<file path="config.mk">
export PLATFORM = sky130hd
export DESIGN_NAME = user_id_capture
export DESIGN_NICKNAME = d
export VERILOG_FILES = /design/src/rtl/user_id_pkg.sv /design/src/rtl/user_id_shifter.sv /design/src/rtl/user_id_capture.sv
export SDC_FILE = /design/constraint.sdc
export NUM_CORES = 1
export LEC_CHECK = 0
export CAP_MARGIN = 20
export CORE_MARGIN = 2
export CORE_UTILIZATION = 50
export CTS_BUF_LIST = sky130_fd_sc_hd__clkbuf_8
export DETAILED_ROUTE_END_ITERATION = 8
export PLACE_DENSITY = 0.91
export SETUP_SLACK_MARGIN = 0.2
export SLEW_MARGIN = 30
export SYNTH_ARGS = -nofsm -noshare
export SYNTH_HDL_FRONTEND = slang
export SYNTH_HIERARCHICAL = 1
export SYNTH_SLANG_ARGS = --single-unit
export TNS_END_PERCENT = 10
</file>
<file path="constraint.sdc">
create_clock -name wb_clk_i -period 8.2 [get_ports wb_clk_i]
set_clock_uncertainty 0.15 [all_clocks]
set_input_delay 1.64 -clock wb_clk_i [delete_from_list [all_inputs] [get_ports wb_clk_i]]
set_output_delay 1.64 -clock wb_clk_i [all_outputs]
set_load 0.01 [all_outputs]
</file>
<file path="src/rtl/user_id_pkg.sv">
// user_id_capture shared definitions: register offsets,
// STATUS field positions, FSM states and serial length.
package user_id_pkg;

  localparam logic [3:0] ID_OFS     = 4'h0;
  localparam logic [3:0] STATUS_OFS = 4'h4;
  localparam logic [3:0] CTRL_OFS   = 4'h8;

  localparam int STATUS_VALID     = 0;
  localparam int STATUS_SAMPLING  = 1;
  localparam int STATUS_RECAP_LSB = 8;

  localparam int SER_LEN = 32;

  typedef enum logic {
    SAMPLE = 1'b0,
    LOCKED = 1'b1
  } state_t;

endpackage

</file>
<file path="src/rtl/user_id_shifter.sv">
// MSB-first serial dump of a loaded ID word.
// Busy for exactly SER_LEN cycles after the load edge.
module user_id_shifter
  import user_id_pkg::*;
(
  input  logic               clk,
  input  logic               rst,
  input  logic               load,
  input  logic [SER_LEN-1:0] data,
  output logic               dat,
  output logic               busy
);

  logic [SER_LEN-1:0] sh;
  logic [5:0]         left;

  // load a fresh copy, then shift left once per cycle
  always_ff @(posedge clk or posedge rst) begin
    if (rst) begin
      sh   <= '0;
      left <= '0;
    end else if (load) begin
      sh   <= data;
      left <= 6'(SER_LEN);
    end else if (left != 6'd0) begin
      sh   <= {sh[SER_LEN-2:0], 1'b0};
      left <= left - 6'd1;
    end
  end

  assign busy = (left != 6'd0);
  assign dat  = busy & sh[SER_LEN-1];

endmodule

</file>
<file path="src/rtl/user_id_capture.sv">
// Qualifies the mask-programmed user ID and publishes it over Wishbone.
// Optional serial dump port enabled by USER_ID_SERIAL_EN.
module user_id_capture
  import user_id_pkg::*;
#(
  parameter logic [31:0] BASE_ADDR     = 32'h3000_F000,
  parameter int          STABLE_CYCLES = 4
) (
  input  logic        wb_clk_i,
  input  logic        wb_rst_i,
  input  logic [31:0] mask_rev_i,
  input  logic        wbs_cyc_i,
  input  logic        wbs_stb_i,
  input  logic        wbs_we_i,
  input  logic [3:0]  wbs_sel_i,
  input  logic [31:0] wbs_adr_i,
  input  logic [31:0] wbs_dat_i,
  output logic        wbs_ack_o,
  output logic [31:0] wbs_dat_o,
  output logic [31:0] id_o,
  output logic        id_valid_o,
  input  logic        ser_start_i,
  output logic        ser_dat_o,
  output logic        ser_busy_o
);

  state_t      state, state_n;
  logic [31:0] smp;
  logic [7:0]  cnt;
  logic [7:0]  recap_cnt;
  logic [31:0] id;
  logic        valid;
  logic [31:0] rdata;
  logic [3:0]  ofs;
  logic        hit, access, recap, match, lock_hit;

  assign hit    = (wbs_adr_i[31:4] == BASE_ADDR[31:4]);
  assign access = wbs_cyc_i & wbs_stb_i & hit & ~wbs_ack_o;
  assign ofs    = {wbs_adr_i[3:2], 2'b00};
  assign recap  = access & wbs_we_i & (ofs == CTRL_OFS) & wbs_dat_i[0];

  assign match    = (mask_rev_i == smp);
  assign lock_hit = (state == SAMPLE) & match
                  & (cnt == 8'(STABLE_CYCLES - 1));

  // FSM state register
  always_ff @(posedge wb_clk_i or posedge wb_rst_i) begin
    if (wb_rst_i) state <= SAMPLE;
    else          state <= state_n;
  end

  // next state: recapture beats a coincident lock
  always_comb begin
    state_n = state;
    if (recap)         state_n = SAMPLE;
    else if (lock_hit) state_n = LOCKED;
  end

  // sample/compare counter, locked ID and recapture count
  always_ff @(posedge wb_clk_i or posedge wb_rst_i) begin
    if (wb_rst_i) begin
      smp       <= '0;
      cnt       <= '0;
      recap_cnt <= '0;
      id        <= '0;
      valid     <= 1'b0;
    end else if (recap) begin
      cnt       <= '0;
      valid     <= 1'b0;
      recap_cnt <= recap_cnt + 8'd1;
    end else if (state == SAMPLE) begin
      if (!match) begin
        smp <= mask_rev_i;
        cnt <= '0;
      end else if (lock_hit) begin
        id    <= smp;
        valid <= 1'b1;
      end else begin
        cnt <= cnt + 8'd1;
      end
    end
  end

  assign id_o       = id;
  assign id_valid_o = valid;

  // read mux; unmapped and write-only offsets read as 0
  always_comb begin
    rdata = '0;
    unique case (ofs)
      ID_OFS: rdata = id;
      STATUS_OFS: begin
        rdata[STATUS_VALID]    = valid;
        rdata[STATUS_SAMPLING] = (state == SAMPLE);
        rdata[STATUS_RECAP_LSB +: 8] = recap_cnt;
      end
      default: rdata = '0;
    endcase
  end

  // single-cycle registered ack; data only alongside a read ack
  always_ff @(posedge wb_clk_i or posedge wb_rst_i) begin
    if (wb_rst_i) begin
      wbs_ack_o <= 1'b0;
      wbs_dat_o <= '0;
    end else begin
      wbs_ack_o <= access;
      wbs_dat_o <= (access & ~wbs_we_i) ? rdata : 32'h0;
    end
  end

`ifdef USER_ID_SERIAL_EN
  logic ser_load;
  logic unused;

  assign ser_load = ser_start_i & valid & ~ser_busy_o;

  user_id_shifter u_shifter (
    .clk  (wb_clk_i),
    .rst  (wb_rst_i),
    .load (ser_load),
    .data (id),
    .dat  (ser_dat_o),
    .busy (ser_busy_o)
  );

  assign unused = &{1'b0, wbs_sel_i, wbs_adr_i[1:0],
                    wbs_dat_i[31:1]};
`else
  logic unused;

  assign ser_dat_o  = 1'b0;
  assign ser_busy_o = 1'b0;
  assign unused = &{1'b0, wbs_sel_i, wbs_adr_i[1:0],
                    wbs_dat_i[31:1], ser_start_i};
`endif

endmodule
</file>
* After elaboration in Yosys (flattened, before gate mapping)
Index checks and enable logic that the tools add are counted.
Storage, ports and cells: bits in registers 115, input port bits 106, output and inout port bits 68, logic and storage cells 52
Operators by class: add/subtract/negate cells 2, reductions and logical operators 7, bitwise logic cells 14, equal/unequal tests 7, muxes and demuxes 14
Operator list (number):
- $eq A32 B32 Y1 | 1
- $mux W32 | 1
- $mux W8 | 4
- $eq A28 B26 Y1 const B | 1
- $add A8 B1 Y8 const B | 2
- $mux W16 | 1
- $pmux W8 S2 | 1
- $and A1 B1 Y1 | 9
- $eq A8 B2 Y1 const B | 1
- $mux W6 | 1
- $reduce_and A3 Y1 | 2
- $mux W1 | 5
- $not A1 Y1 | 5
- $logic_not A4 Y1 | 1
- $pmux W2 S2 | 1
- $reduce_and A4 Y1 | 1
- $reduce_bool A2 Y1 | 2
- $ne A3 B3 Y1 const B | 1
- $eq A2 B1 Y1 const B | 1
- $eq A2 B2 Y1 const B | 1
- $ne A2 B1 Y1 const B | 1
- $reduce_and A2 Y1 | 1

* Logic depth before layout (Yosys ltp)
Gate-level depths: netlist of the first run.
depth in word-level cells 8, depth in mapped cells 7

* Worst setup path before layout of the first run
No wires, ideal clock.
path type input to register, start point input wbs_adr_i[16], end point register id[0], in the netlist id_o[0], library setup time 0.127 ns, stages 6, data required time 7.923 ns, path slack 4.458 ns, arrival 3.465 ns, cell sequence or4_4 nor4_4 nand3_2 nand4_4 buf_6 mux2_1
On the way: cells in the longest elaborated chain, start to end 8
RTL lines:
- start: declaration | RTL line user_id_capture.sv:16 | input logic [31:0] wbs_adr_i,
- $eq A28 B26 Y1 | RTL line user_id_capture.sv:37 | assign hit = (wbs_adr_i[31:4] == BASE_ADDR[31:4]);
- $and A1 B1 Y1 (2 in series) | RTL line user_id_capture.sv:38 | assign access = wbs_cyc_i & wbs_stb_i & hit & ~wbs_ack_o;
- $and A1 B1 Y1 (3 in series) | RTL line user_id_capture.sv:40 | assign recap = access & wbs_we_i & (ofs == CTRL_OFS) & wbs_dat_i[0];
- $not A1 Y1 (no line)
- $reduce_and A4 Y1 (no line)
- end signal: assignment | RTL line user_id_capture.sv:76 | id <= smp;
- end: declaration | RTL line user_id_capture.sv:31 | logic [31:0] id;
No other way between the ends. A chain may end at the register's enable or synchronous reset.

* Worst setup path in the final report of the first run
start point input wbs_adr_i[11], end point register smp[11]
On the way: cells in the longest elaborated chain, start to end 8
RTL lines:
- $eq A28 B26 Y1 | RTL line user_id_capture.sv:37
- $and A1 B1 Y1 (2 in series) | RTL line user_id_capture.sv:38
- $and A1 B1 Y1 (3 in series) | RTL line user_id_capture.sv:40
- $not A1 Y1 (no line)
- $reduce_and A3 Y1 (no line)
- end signal: assignment | RTL line user_id_capture.sv:73 | smp <= mask_rev_i;
- end: declaration | RTL line user_id_capture.sv:28 | logic [31:0] smp;
No other way between the ends.

==> flow_summary.yaml, run 1 <==
status:
  status: "finished, final reports clean"
worst_setup_path:
  worst_setup_path_start_kind: "input pin"
  crit_required_ns: 8.35
  cp_slowest_stage_delay_ns: 0.63
  cp_slowest_cell: "and3_1"
  path_cells: "clkdlybuf4s50_1 > or4b_4 > nor4_4 > and3_1 > a211oi_4 > buf_4 > mux2_4"
  cp_data_arrival_time_ns: 4.51
  crit_type: "input pin to flip-flop"
  critPathCaptureType: "flip-flop"
  cp_max_fo: 32
power:
  ir_worst_vdd_mv: 0.1364
  power.density_mw_per_mm2: 169.0
  p_leak_nw: 3.158
synth:
  postSynthAreaPerCell_um2: 13.54
  synth_warnings: 6
  ys_seq_area_share_pct: 55.48
  ys_types: 47
  syn_area_mm2: 0.005187
  synth_top_area_cell: "dfrtp_1"
  syn_inst: 383
  synth-seq-cells: 115
  synth-main-ff-cell: "dfrtp_1"
  yosys-top-cells-area: "dfrtp_1 55%, mux2_4 8.7%, mux2_1 6.5%"
  synth_top_area_share_pct: 55.48
  synthArstFlopShare_pct: 100.0
  synth_edf_count: 0
detailed_routing:
  first_pass_iters: 5
  drc_errors: 0
  drt_wl_total_mm: 11.71
  wl_per_cell_um: 17.43
  dr.first_iter.drc_count: 132
  num_vias: 3554
  ant_nets: 0
  avgViaCountPerCell: 5.289
clock_network:
  cts_resized: 0
  clockBufferDepth: 2
  cts_setup_buffers: 0
  clock_latency_ns: 0.43
  cts_root_buffer: "clkbuf_8"
  cts_htree_levels: 4
  cts.clk_slew.worst_paths_ns: 0.07
  hold_buffers: 0
  numCtsBuffers: 17
  cts_tree: "built"
  cts_num_sinks: 115
placed_design:
  dpl-instance-area_mm2: 0.006608
  port_buffers: 133
  dp_hpwl_mm: 8.253
  place.gp.congestion: 0.8024
  pre_cts_slack_ns: 3.428
floorplanning:
  start_util_pct: 50.93
  die_y_um: 105.9
  die_area_mm2: 0.01121
  die_w_um: 105.9
  coreArea_mm2: 0.01018
  io_pins: 174
  num_rows: 37
sta:
  rsz0062_at_grt: "no"
  fmax_mhz: 229.4
  timing.slew.headroom_pct: 54.32
  tns_ns: 0
  worst_slack_ns: 3.841
  max_slew.worst_pin.slew_ns: 0.6839
  finalHoldViolations: 0
  fin_crit_ns: 4.359
  finalSetupViolCount: 0
  drv_slew: 0
  post-route-period-util_pct: 53.15
layout:
  register_area_mm2: 0.002878
  layout-drive-gt1-share_pct: 15.67
  multi_input_area_mm2: 0.002177
  fill_cells: 741
  nNetsFinal: 631
  area_growth_pct: 35.14
  antennaDiodeCount: 0
  finalInstanceArea_mm2: 0.007010
global_routing:
  grt_usage_pct: 22.35
  grt_pass1_vias: 3756
  grt_pass1_wl_mm: 19.06
  antenna_found_initial: 0
  grt_max_degree: 73
  gr-total-overflow: 0
hold_path:
  hold_class: "flip-flop to flip-flop"
run:
  maxCapViolCount: 0
[stage by stage]
stage	std cells	util, %	hold WS (ns)	power [mW]
6_report	672	68.83	0.3186	1.185
5_1_grt	672	68.83	0.3504	1.233
4_1_cts	672	68.80	0.3232	1.197
3_5_place_dp	640	64.88	0.3138	0.6783
3_3_place_gp	640	64.88	0.3064	0.6751
2_1_floorplan	384	-	0.2914	0.6320
[Yosys cell counts (2+ instances only)]
| cell | n |
|---|---|
| dfrtp_1 | 115 |
| xnor2_1 | 36 |
| mux2_1 | 30 |
| mux2_4 | 30 |
| and2_1 | 26 |
| nand2_1 | 18 |
| nand4_1 | 13 |
| nor2_1 | 12 |
| mux2i_1 | 10 |
| nand3_1 | 9 |
| clkbuf_1 | 7 |
| a31oi_1 | 6 |
| buf_6 | 6 |
| nor3_1 | 6 |
| mux2_2 | 4 |
| or4_1 | 4 |
| a21oi_1 | 3 |
| a41oi_1 | 3 |
| buf_4 | 3 |
| inv_1 | 3 |
| nor4_2 | 3 |
| nor4_4 | 3 |
| o31ai_1 | 3 |
| xor2_1 | 3 |
| ha_1 | 2 |
| or2_2 | 2 |
| or3_1 | 2 |
| or4_4 | 2 |
[layout make-up]
type                    count  area share [%]
flip-flops and latches    115           41.05
multi-input cells         248           31.05
repair buffers            138           19.58
clock buffers              21           4.123
well taps                 136           2.427
clock inverters            11           1.571
inverters                   3          0.1963
[registers in the layout, indices dropped and copies added, names as in the netlist]
signal,flops
id_o,32
wbs_dat_o,32
smp,32
wbs_ack_o,1
state,1
cnt,8
id_valid_o,1
recap_cnt,8
[critical path, delay by kind of cell]
kind,cells,cell delay (ns)
buffers and inverters,2,0.77
AOI/OAI and AO/OA,1,0.04
and+or+nand+nor,3,1.66
muxes,1,0.37
[layer usage]
metal	share of wire [%]	wire length, um	track usage, %	up-vias
met5	0	0	0	-
met2	53	6169	38.94	126
li1	-	-	-	1629
met4	1.7	199	8.835	0
met3	6.5	757	6.741	19
met1	39	4586	25.79	1780
[placed cells by master, fill, tap and decap left out, types with 9 or more instances in the layout]
cell type / synthesis / layout
xnor2_1: 36 / 36
dfrtp_1: 115 / 115
mux2_1: 30 / 30
nand2_1: 18 / 18
nor2_1: 12 / 12
nand3_1: 9 / 9
clkdlybuf4s50_1: 0 / 133
mux2_4: 30 / 30
clkbuf_8: 0 / 21
and2_1: 26 / 26
nand4_1: 13 / 13
mux2i_1: 10 / 10
[cell families after synthesis]
group | Yosys count | synth area share, %
xor gates and xnor gates | 39 | 6.585
DFF | 115 | 55.48
other | 1 | 0.07229
buffers and inverters | 21 | 2.629
AOI/OAI and AO/OA | 20 | 2.894
muxes | 74 | 17.99
and+or+nand+nor | 111 | 13.87
adders and majority gates | 2 | 0.4823
[final timing paths]
| kind | from | endpoint | slack (ns) | depth (start not counted) |
|---|---|---|---|---|
| worst max register to register | state$_DFFE_PP0P_ | id_o[15]$_DFFE_PP0P_ | 5.06 | 4 |
| worst max-delay path | wbs_adr_i[11] | smp[11]$_DFFE_PP0P_ | 3.84 | 7 |
| worst min register to register | recap_cnt[7]$_DFFE_PP0N_ | recap_cnt[7]$_DFFE_PP0N_ | 0.32 | 1 |
| max in group asynchronous | wb_rst_i | smp[18]$_DFFE_PP0P_ | 5.39 | 3 |
| worst min-delay path | recap_cnt[7]$_DFFE_PP0N_ | recap_cnt[7]$_DFFE_PP0N_ | 0.32 | 1 |
| min in group asynchronous | wb_rst_i | wbs_dat_o[25]$_DFF_PP0_ | 1.46 | 2 |
[power by group]
group          switching [mW]  leakage [nW]  internal, mW
clock network           0.220         0.218         0.298
registers             0.00805          1.48         0.576
logic                  0.0316          1.46        0.0518
total                   0.259          3.16         0.925
(Power assumes the default switching activity.)
==> inputs of run 2 (changes only) <==
--- a/config.mk
+++ b/config.mk
@@ -7,10 +7,10 @@
 export LEC_CHECK = 0
 export CAP_MARGIN = 20
 export CORE_MARGIN = 2
-export CORE_UTILIZATION = 50
+export CORE_UTILIZATION = 43
 export CTS_BUF_LIST = sky130_fd_sc_hd__clkbuf_8
 export DETAILED_ROUTE_END_ITERATION = 8
-export PLACE_DENSITY = 0.91
+export PLACE_DENSITY = 0.83
 export SETUP_SLACK_MARGIN = 0.2
 export SLEW_MARGIN = 30
 export SYNTH_ARGS = -nofsm -noshare
==> constraint.sdc (replaced) <==
create_clock -name wb_clk_i -period 3.5 [get_ports wb_clk_i]
set_clock_uncertainty 0.15 [all_clocks]
set_input_delay 0.7 -clock wb_clk_i [delete_from_list [all_inputs] [get_ports wb_clk_i]]
set_output_delay 0.7 -clock wb_clk_i [all_outputs]
set_load 0.01 [all_outputs]
==> flow_summary.yaml, run 2 (synthesis results as in run 1) <==
clock_network:
  cts_num_sinks: 115
  clock_latency_ns: 0.42
  hold_buffers: 0
  cts_tree: "built"
  clockBufferDepth: 2
  cts_root_buffer: "clkbuf_8"
  cts_setup_buffers: 0
  cts.clk_slew.worst_paths_ns: 0.07
  numCtsBuffers: 17
  cts_resized: 0
  cts_htree_levels: 4
layout:
  layout-drive-gt1-share_pct: 17.58
  area_growth_pct: 38.69
  final_core_util_pct: 60.40
  final_cell_mix: "133 x clkdlybuf4s50_1, 115 x dfrtp_1, 36 x xnor2_1, 30 x mux2_1, 30 x mux2_4"
  finalInstanceArea_mm2: 0.007194
  nNetsFinal: 641
  layout_commonest_cell: "clkdlybuf4s50_1"
  antennaDiodeCount: 0
  final_cells: 693
worst_setup_path:
  cp_slowest_stage_delay_ns: 0.56
  crit_required_ns: 3.65
  cp_max_fo: 15
  critPathCaptureType: "flip-flop"
  critical_path.top_delay_family: "simple AND/OR/NAND/NOR gates"
  path_cells: "clkdlybuf4s50_1 > or4b_4 > nor4_4 > and3_1 > a211oi_4 > buf_12 > mux2_4"
  crit_type: "input pin to flip-flop"
  worst_setup_path_start_kind: "input pin"
  cp.buffers_inverters: 2
  cp_data_arrival_time_ns: 3.18
  cp_slowest_cell: "or4b_4"
detailed_routing:
  dr.first_iter.drc_count: 161
  drt_wl_total_mm: 11.98
  ant_nets: 0
  drc_errors: 0
  avgViaCountPerCell: 5.146
  wl_per_cell_um: 17.28
  first_pass_iters: 4
  num_vias: 3566
floorplanning:
  io_pins: 174
  die_w_um: 113.8
  start_util_pct: 43.55
  die_y_um: 113.8
  die_area_mm2: 0.01296
  num_rows: 40
  coreArea_mm2: 0.01191
sta:
  fmax_mhz: 329.8
  finalHoldViolations: 0
  drv_slew: 0
  max_slew.worst_pin.slew_ns: 0.8501
  finalSetupViolCount: 0
  worst_slack_ns: 0.4678
  post-route-period-util_pct: 86.64
  tns_ns: 0
  rsz0062_at_grt: "no"
  timing.hold.ws_ns: 0.3339
  timing.slew.headroom_pct: 43.14
  fin_crit_ns: 3.032
run:
  maxCapViolCount: 0
global_routing:
  grt_max_degree: 43
  gr-total-overflow: 0
  grt_pass1_wl_mm: 19.18
  grt_pass1_vias: 3846
  grt_usage_pct: 19.31
  antenna_found_initial: 0
placed_design:
  dp_hpwl_mm: 8.727
  pre_cts_slack_ns: 0.02564
  place.gp.congestion: 0.7261
  port_buffers: 133
  dpl-instance-area_mm2: 0.006760
  dp.cells: 661
status:
  status: "finished, final reports clean"
power:
  power.density_mw_per_mm2: 403.9
  ir_worst_vdd_mv: 0.2270
  p_leak_nw: 3.219
  fin_total_pwr_mw: 2.906
hold_path:
  hold_class: "flip-flop to flip-flop"
[run 2: cell type report]
type                            instances  area, um^2
Clock inverter                         14       186.4
Inverter                                3       15.01
Multi-Input combinational cell        248        2177
Timing Repair Buffer                  148        1506
Fill cell                             957        4717
Tap cell                              147       183.9
Clock buffer                           18       247.7
Sequential cell                       115        2878
[run 2: worst reg2reg max path, delay by kind of cell, from the launching register on]
family | cells | cell delay (ns)
AND/OR/NAND/NOR | 3 | 1.26
flip-flops | 1 | 0.59
multiplexers | 1 | 0.33
buffers and inverters | 1 | 0.22
[run 2: power breakdown]
| group | total [mW] | switching [mW] | internal, mW |
|---|---|---|---|
| combinational | 0.200 | 0.0756 | 0.125 |
| clock | 1.34 | 0.549 | 0.790 |
| sequential | 1.37 | 0.0189 | 1.35 |
[run 2: worst paths after layout]
path	start	to	slack (ns)	cells past startpoint
max	wbs_adr_i[11]	smp[2]$_DFFE_PP0P_	0.47	7
min	recap_cnt[7]$_DFFE_PP0N_	recap_cnt[7]$_DFFE_PP0N_	0.33	1
max reg2reg	state$_DFFE_PP0P_	id_o[24]$_DFFE_PP0P_	0.81	5
min reg2reg	recap_cnt[7]$_DFFE_PP0N_	recap_cnt[7]$_DFFE_PP0N_	0.33	1
max in group asynchronous	wb_rst_i	smp[2]$_DFFE_PP0P_	1.93	3
min in group asynchronous	wb_rst_i	wbs_dat_o[11]$_DFF_PP0_	0.52	2
[run 2: layer usage]
metal	vias up	wire length, um	track usage (%)
li1	1656	-	-
met1	1746	4845	22.62
met2	141	6046	32.89
met3	23	758	5.632
met4	0	326	8.862
met5	-	0	0
==> inputs of run 3 (changes only) <==
==> constraint.sdc (replaced) <==
create_clock -name wb_clk_i -period 3.5 [get_ports wb_clk_i]
set_clock_uncertainty 0.15 [all_clocks]
set_input_delay 1.05 -clock wb_clk_i [delete_from_list [all_inputs] [get_ports wb_clk_i]]
set_output_delay 1.05 -clock wb_clk_i [all_outputs]
set_load 0.01 [all_outputs]
==> flow_summary.yaml, run 3 (synthesis results as in run 1) <==
status:
  status: "finished, final reports clean"
worst_setup_path:
  worst_setup_path_start_kind: "input pin"
  rr_worst_depth: 5
  crit_type: "input pin to flip-flop"
  rrSetupSlack_ns: 0.76
  cp_max_fo: 7
  cp_data_arrival_time_ns: 3.36
  timing.rr.start: "state$_DFFE_PP0P_"
  crit_required_ns: 3.64
  reg2reg_to: "id_o[29]$_DFFE_PP0P_"
  critPathCaptureType: "flip-flop"
global_routing:
  grt_pass1_wl_mm: 19.06
  grt_max_degree: 55
  grt_pass1_vias: 3775
  antenna_found_initial: 0
  gr-total-overflow: 0
  grt_usage_pct: 19.02
hold_path:
  min_from: "recap_cnt[7]$_DFFE_PP0N_"
  hold_end: "recap_cnt[7]$_DFFE_PP0N_"
  hold_class: "flip-flop to flip-flop"
  hold_path_depth: 1
clock_network:
  cts_htree_levels: 4
  hold_buffers: 0
  cts.clk_slew.worst_paths_ns: 0.07
  cts_tree: "built"
  numCtsBuffers: 17
  cts_root_buffer: "clkbuf_8"
  clock_latency_ns: 0.41
  cts_setup_buffers: 0
  cts_resized: 0
  clockBufferDepth: 2
  cts_num_sinks: 115
placed_design:
  place.gp.congestion: 0.7481
  dp_hpwl_mm: 8.667
  port_buffers: 133
layout:
  fill_cells: 951
  register_area_mm2: 0.002878
  final_cell_mix: "133 x clkdlybuf4s50_1, 115 x dfrtp_1, 36 x xnor2_1, 30 x mux2_1, 30 x mux2_4"
  area_growth_pct: 39.58
  multi_input_area_mm2: 0.002177
  antennaDiodeCount: 0
  final_core_util_pct: 60.79
  nNetsFinal: 646
  layout_commonest_cell: "clkdlybuf4s50_1"
  layout-drive-gt1-share_pct: 17.60
sta:
  drv_slew: 0
  fmax_mhz: 310.0
  rsz0062_at_grt: "no"
  tns_ns: 0
  fin_crit_ns: 3.225
  max_slew.worst_pin.slew_ns: 0.6260
  timing.slew.headroom_pct: 57.96
  finalHoldViolations: 0
  post-route-period-util_pct: 92.16
  finalSetupViolCount: 0
power:
  fin_total_pwr_mw: 2.808
  ir_worst_vdd_mv: 0.2156
  p_leak_nw: 3.262
  power.density_mw_per_mm2: 387.8
floorplanning:
  coreArea_mm2: 0.01191
  die_area_mm2: 0.01296
  start_util_pct: 43.55
  die_y_um: 113.8
  io_pins: 174
  die_w_um: 113.8
  num_rows: 40
detailed_routing:
  first_pass_iters: 4
  avgViaCountPerCell: 5.128
  drt_wl_total_mm: 11.65
  wl_per_cell_um: 16.69
  dr.first_iter.drc_count: 141
  num_vias: 3579
  drc_errors: 0
  ant_nets: 0
run:
  maxCapViolCount: 0
==> run 3: changes by cell type in the layout (fill, tap and decap cells not counted) <==
cell	change
clkinv_2	-2
bufinv_16	-1
buf_4	+2
clkinv_4	-2
clkbuf_8	+1
buf_12	+3
inv_1	+4
==> run 3: worst max path at each step <==
stage,startpoint,endpoint,slack [ns],cells past startpoint
2_1_floorplan,wbs_adr_i[16],id_o[0]$_DFFE_PP0P_,0.35,6
4_1_cts,wbs_adr_i[11],smp[24]$_DFFE_PP0P_,0.28,7
5_1_grt,wbs_adr_i[11],smp[20]$_DFFE_PP0P_,0.21,7
6_report,wbs_adr_i[11],smp[24]$_DFFE_PP0P_,0.27,7
3_5_place_dp,wbs_adr_i[11],smp[20]$_DFFE_PP0P_,-0.16,7
3_3_place_gp,wbs_adr_i[11],smp[25]$_DFFE_PP0P_,-0.15,7
==> run 3: layer usage <==
layer  routed length [um]  vias up  GRT usage (%)
li1                     -     1658              -
met1                 4853     1781          22.92
met2                 5843      123          31.98
met3                  722       17          5.579
met4                  231        0          8.049
met5                    0        -              0
==> run 3: stage by stage <==
step | worst slack, ns | cells | hold slack (ns) | cell area [um^2]
5_1_grt | 0.2066 | 698 | 0.3626 | 7241
2_1_floorplan | 0.3479 | 384 | 0.2914 | 5195
3_5_place_dp | -0.1591 | 666 | 0.3146 | 6835
4_1_cts | 0.2776 | 698 | 0.3238 | 7241
3_3_place_gp | -0.1517 | 666 | 0.3066 | 6835
6_report | 0.2746 | 698 | 0.3212 | 7241
==> run 3: power breakdown <==
group	internal, mW	total [mW]	leakage, nW	switching (mW)
sequential	1.35	1.37	1.48	0.0183
combinational	0.125	0.199	1.56	0.0734
clock	0.729	1.24	0.216	0.514
total	2.20	2.81	3.26	0.606
==> run 3: critical path, cell delays in order <==
cell	delay, ns
clkdlybuf4s50_1	0.43
or4b_4	0.56
nor4_4	0.40
and3_1	0.31
a211oi_4	0.09
buf_4	0.22
mux2_4	0.30
==> run 3: layout make-up <==
class                           instances  area share [%]
Inverter                                3          0.2074
Tap cell                              147           2.540
Clock buffer                           19           3.612
Clock inverter                         13           1.987
Timing Repair Buffer                  153           21.84
Sequential cell                       115           39.74
Multi-Input combinational cell        248           30.07
